`config.mk`:
```
export PLATFORM = sky130hd
export DESIGN_NAME = gpio_wb_arbiter
export DESIGN_NICKNAME = d
export VERILOG_FILES = /design/src/rtl/gpio_wb_arbiter.sv
export SDC_FILE = /design/constraint.sdc
export NUM_CORES = 1
export LEC_CHECK = 0
export ABC_AREA = 1
export CORE_MARGIN = 5
export CORE_UTILIZATION = 35
export DETAILED_ROUTE_END_ITERATION = 8
export DONT_BUFFER_PORTS = 1
export GPL_ROUTABILITY_DRIVEN = 0
export SYNTH_ARGS = -nofsm -noshare
export SYNTH_HDL_FRONTEND = slang
export SYNTH_SLANG_ARGS = --single-unit
export TNS_END_PERCENT = 1
```
`constraint.sdc`:
```
create_clock -name wb_clk -period 1.5 [get_ports wb_clk]
set_clock_uncertainty 0.15 [all_clocks]
set_input_delay 0.45 -clock wb_clk [delete_from_list [all_inputs] [get_ports wb_clk]]
set_output_delay 0.45 -clock wb_clk [all_outputs]
set_load 0.005 [all_outputs]
```
`src/rtl/gpio_wb_arbiter.sv`:
```
// gpio_wb_arbiter: two-master round-robin Wishbone arbiter for a GPIO slave; optional stall timeout via `GPIO_ARB_TIMEOUT_EN
module gpio_wb_arbiter #(
    parameter int wb_adr_width   = 3,
    parameter int wb_dat_width   = 8,
    parameter int timeout_cycles = 255
) (
    input  logic                    wb_clk,
    input  logic                    wb_rst_n,
    input  logic [wb_adr_width-1:0] m0_adr_i,
    input  logic [wb_dat_width-1:0] m0_dat_i,
    input  logic                    m0_we_i,
    input  logic                    m0_cyc_i,
    input  logic                    m0_stb_i,
    output logic [wb_dat_width-1:0] m0_dat_o,
    output logic                    m0_ack_o,
    output logic                    m0_err_o,
    output logic                    m0_rty_o,
    input  logic [wb_adr_width-1:0] m1_adr_i,
    input  logic [wb_dat_width-1:0] m1_dat_i,
    input  logic                    m1_we_i,
    input  logic                    m1_cyc_i,
    input  logic                    m1_stb_i,
    output logic [wb_dat_width-1:0] m1_dat_o,
    output logic                    m1_ack_o,
    output logic                    m1_err_o,
    output logic                    m1_rty_o,
    output logic [wb_adr_width-1:0] s_adr_o,
    output logic [wb_dat_width-1:0] s_dat_o,
    output logic                    s_we_o,
    output logic                    s_cyc_o,
    output logic                    s_stb_o,
    input  logic [wb_dat_width-1:0] s_dat_i,
    input  logic                    s_ack_i,
    input  logic                    s_err_i,
    input  logic                    s_rty_i,
    output logic [1:0]              grant_o
);
    localparam logic [1:0] idle = 2'd0, own0 = 2'd1, own1 = 2'd2;
    logic [1:0] state_q, state_d;
    logic       last_q;
    logic       o0, o1, tmo;
    // gating with reset makes ownership vanish in the reset cycle itself
    assign o0 = wb_rst_n && state_q == own0;
    assign o1 = wb_rst_n && state_q == own1;
`ifdef GPIO_ARB_TIMEOUT_EN
    logic [7:0] cnt_q;
    assign tmo = (o0 || o1) && cnt_q == 8'(timeout_cycles);
    always_ff @(posedge wb_clk) begin
        if (!wb_rst_n || !(o0 || o1) || tmo || s_ack_i || s_err_i)
            cnt_q <= '0;
        else if (s_stb_o)
            cnt_q <= cnt_q + 8'd1;
    end
`else
    assign tmo = 1'b0;
`endif
    always_comb begin
        state_d = state_q;
        if (state_q == idle)
            state_d = (m0_cyc_i && m1_cyc_i) ? (last_q ? own0 : own1) :
                      m0_cyc_i ? own0 : m1_cyc_i ? own1 : idle;
        else if (state_q == own0)
            state_d = m0_cyc_i ? own0 : idle;
        else if (state_q == own1)
            state_d = m1_cyc_i ? own1 : idle;
        else
            state_d = idle;
    end
    always_ff @(posedge wb_clk) begin
        if (!wb_rst_n) begin
            state_q <= idle;
            last_q  <= 1'b1;
        end else begin
            state_q <= state_d;
            if (state_q == own0 && !m0_cyc_i)
                last_q <= 1'b0;
            else if (state_q == own1 && !m1_cyc_i)
                last_q <= 1'b1;
        end
    end
    assign s_adr_o  = o0 ? m0_adr_i : o1 ? m1_adr_i : '0;
    assign s_dat_o  = o0 ? m0_dat_i : o1 ? m1_dat_i : '0;
    assign s_we_o   = o0 ? m0_we_i  : o1 ? m1_we_i  : 1'b0;
    assign s_cyc_o  = o0 ? m0_cyc_i : o1 ? m1_cyc_i : 1'b0;
    assign s_stb_o  = (o0 ? m0_stb_i : o1 ? m1_stb_i : 1'b0) && !tmo;
    assign m0_dat_o = o0 ? s_dat_i : '0;
    assign m0_ack_o = o0 && s_ack_i;
    assign m0_err_o = o0 && (s_err_i || tmo);
    assign m0_rty_o = o0 && s_rty_i;
    assign m1_dat_o = o1 ? s_dat_i : '0;
    assign m1_ack_o = o1 && s_ack_i;
    assign m1_err_o = o1 && (s_err_i || tmo);
    assign m1_rty_o = o1 && s_rty_i;
    assign grant_o  = {o1, o0};
endmodule

```
# After elaboration in Yosys (flattened, before gate mapping)
# Cells that the tools add are included.
[totals] regBits=3 wordCells=41 input_bits=41
[op_classes] reduce_logical=15 muxes=22 eq_ne=2
[ops] cell="$mux 8" count=4
[ops] cell="$mux 2" count=7
[ops] cell="$logic_and 1x1->1" count=11
[ops] cell="$mux 1" count=9
[ops] cell="$mux 3" count=2
[ops] cell="$eq 2x1->1 const B" count=1
[ops] cell="$eq 2x2->1 const B" count=1
[ops] cell="$logic_not 1->1" count=2
[ops] cell="$logic_not 2->1" count=1
[ops] cell="$reduce_bool 2->1" count=1

# Logic depth before layout (Yosys ltp)
[depth] ltp_word=4 mapped_depth=6 mapped_depth_nobuf=5

# Worst setup path after synthesis
# OpenSTA, ideal clock, no wires.
[synth_timing] path_kind="input-to-output" from="in wb_rst_n" to="out s_adr_o[1]" path_stages=5 t_required_ns=0.900 arrival_time_ns=0.853 slack_ns=0.047 path_cell_list="nand3_2 > inv_2 > buf_6 > nand2_1 > nand2_1"
[synth_via] word_cells_on_any_way=4 classes_between="2 x mux; 2 x reduce/logical"
[synth_lines] element="start: declaration" line="8" rtl="input logic wb_rst_n,"
[synth_lines] element="$logic_and 1x1->1" line="43" rtl="assign o0 = wb_rst_n && state_q == own0;"
[synth_lines] element="net o0" line="41" rtl="logic o0, o1, tmo;"
[synth_lines] element="$mux 3" line="81" rtl="assign s_adr_o = o0 ? m0_adr_i : o1 ? m1_adr_i : '0;"
[synth_lines] element="end: declaration" line="27" rtl="output logic [wb_adr_width-1:0] s_adr_o,"
# The timed path passes the listed nets, and every way through them passes these cells.

# Worst setup path after layout
[layout_timing] from="reg state_q[0]" to="out grant_o[1]"
[layout_via] elab_chain_cells=2
[layout_rtl] element="start: declaration" line="39" rtl="logic [1:0] state_q, state_d;"
[layout_rtl] element="start signal: assignment" line="71" rtl="state_q <= idle;"
[layout_rtl] element="start signal: assignment" line="74" rtl="state_q <= state_d;"
[layout_rtl] element="$eq 2x2->1" line="44" rtl="assign o1 = wb_rst_n && state_q == own1;"
[layout_rtl] element="$logic_and 1x1->1" line="44"
[layout_rtl] element="end: declaration" line="36" rtl="output logic [1:0] grant_o"
# Every way passes these cells.

==> results.txt <==
Worst Max-Slew Pin Slew - 0.149 ns
Core region area - 1300 um^2
Worst-path cell chain - inv_4, nand3_4, clkinvlp_4, buf_6
Antenna viol nets, final - 0
Worst Min Path Start - wb_rst_n
Residual DRC - 0
Setup slack at placement - -0.00448 ns
Outcome - finished with violations
Peak fanout along the critical path - 7
Syn_nets - 145
Global-route wire length before repair - 2.06 mm
Overall Power - 0.317 mW
Clk root buf - clkbuf_4
WL/cell - 12.5 um
Fin crit share - 110%
Arrival time at the worst endpoint - 1.05 ns
Final setup TNS - -4.60 ns
Top-Level Pins - 79
Clock slew at reported path FFs - 0.04 ns
Vias - 578
Tmin final - 1.65 ns
Final Hold Vio Count - 0
Global route total overflow - 0
Setup CP Type - reg2out
Vias in the first global route - 485
Clk Latency, worst-skew pair - 0.23 ns
Cell leakage power - 0.343 nW
Clock Tree Buf Depth - 2
Filler cell count - 151
Cell Area, Synth - 483 um^2
Crit end category - output port
FF-to-FF Start - state_q[1]
WL final - 1.53 mm
Synth Register Bits - 3
Failing checks - negative setup slack
Pre-antenna DRT Iters - 3
Vias/cell - 4.74
Worst reg2reg setup slack - 0.64 ns
Die Ht - 47.1 um
Syn Area/Cell - 4.64 um^2
Crit path required time - 0.90 ns
Share of layout cells above drive strength 1 - 35.5%
Diode count - 0
Global-route total usage across every layer - 13.0%
Hold Path Class - in2reg
Fmax - 0.607 GHz
Final WS setup - -0.148 ns
Worst slew margin - 90.0%
Num CTS Buffers - 3
Buffers on Ports - 0
# H-tree levels - 1
Antenna violations before repair - 0
Nets - 149
Synthesized netlist cell count - 104
Worst path top cell family by delay - flip-flops
Slowest-stage cell, CP - dfxtp_4
Worst VDD drop - 417 uV
Die Width - 47.1 um
Rows - 13
Sequential share of the synthesized area - 12.4%
Clk sinks - 3
Final setup fails - 38
Synth warn - 0
Critical path origin - state_q[0]
Initial Utilization - 37.1%
Maxcap violations - 0
Pin count of the biggest net entering global routing - 16
Post-CTS setup buffer count - 0
Die ar. - 2220 um^2
Critical path buffers and inverters - 3
RSZ-0062 raised after global routing - yes
CTS tree - yes
Startpoint types - flop
Netlist cell types - 12
Largest stage delay, worst path - 0.37 ns
P&R area growth vs syn - 25.1%
Pwr dens - 525 nW/um^2
WHS - 0.191 ns
Slew Viols, Final - 0
Estimated wirelength of the detail-placed design - 1.20 mm
DRT iter0 DRCs - 3
registers in the layout, indices dropped and copies added (netlist names):
signal	flops
state_q	2
last_q	1
through the flow:
step                      std cells  util, %  area (um^2)
after floorplan                 104        -          483
after global placement          117     37.2          484
after detailed placement        117     37.2          484
after CTS                       122     46.1          599
after global routing            122     46.4          604
final                           122     46.4          604
cells in the mapped netlist:
cell type	number	area share, %
nand2_1	46	36
nor2_1	24	19
inv_1	16	12
dfxtp_1	3	12
nand3_1	3	3.1
buf_2	2	2.1
buf_4	2	3.1
buf_6	2	4.7
inv_2	2	1.6
nand3_2	2	4.1
a21oi_1	1	1.0
nor3_1	1	1.0
cell usage in the layout, fill, tap and decap left out:
cell type   instances
a21oi_1             1
dfxtp_2             1
clkinvlp_4          1
inv_4               3
dfxtp_1             1
nand3_4             1
clkbuf_4            3
nor2_1              2
nand2_1            46
buf_6               3
nor3_1              1
inv_1              14
nand3_1             3
buf_4               1
inv_2               1
clkbuf_1            1
nand3_2             1
nor2_2             22
dfxtp_4             1
cell families after synthesis:
| family | synth area share (%) |
|---|---|
| buffers and inverters | 23.8 |
| and+or+nand+nor | 62.7 |
| AOI/OAI and AO/OA | 1.04 |
| DFF | 12.4 |
layout make-up:
| cell class | instances | area [um^2] | area share, % |
|---|---|---|---|
| timing repair buffer | 4 | 41.3 | 6.83 |
| tap | 15 | 18.8 | 3.11 |
| inverter | 18 | 75.1 | 12.4 |
| multi-input combinational | 77 | 370 | 61.3 |
| timing repair inverter | 1 | 7.51 | 1.24 |
| clock buffer | 4 | 26.3 | 4.35 |
| sequential | 3 | 65.1 | 10.8 |
power breakdown:
part           internal, mW  total (mW)  switching (mW)  leakage, nW
clock network        0.0995       0.138          0.0384       0.0150
logic                0.0284      0.0878          0.0593        0.302
registers            0.0848      0.0913         0.00654       0.0257
worst paths after layout:
kind / endpoint / depth (start not counted)
min reg2reg: state_q[1] / 1
min: state_q[0] / 2
max reg2reg: state_q[0] / 3
max: grant_o[1] / 4
layer usage:
layer  vias up  share of wire (%)  track usage [%]
met5         -                  0                0
met4         0                  0             4.97
met3         0                8.1             3.83
met2        25                 59             23.3
met1       250                 33             14.3
li1        303                  -                -
worst reg2reg max path, cell delays in order, from the launching register on:
cell,delay (ns)
dfxtp_2,0.34
nor2_1,0.15
nand2_1,0.07
nor2_1,0.09
repair_timing:
| item | in CTS | in global routing |
|---|---|---|
| setup endpoints to repair | 38 | 38 |
| endpoints found under the hold margin | 0 | 0 |
| gates resized for setup | 32 | 2 |
| hold buffers | 0 | 0 |
| cloned | 1 | 0 |
(Power assumes the default switching activity.)
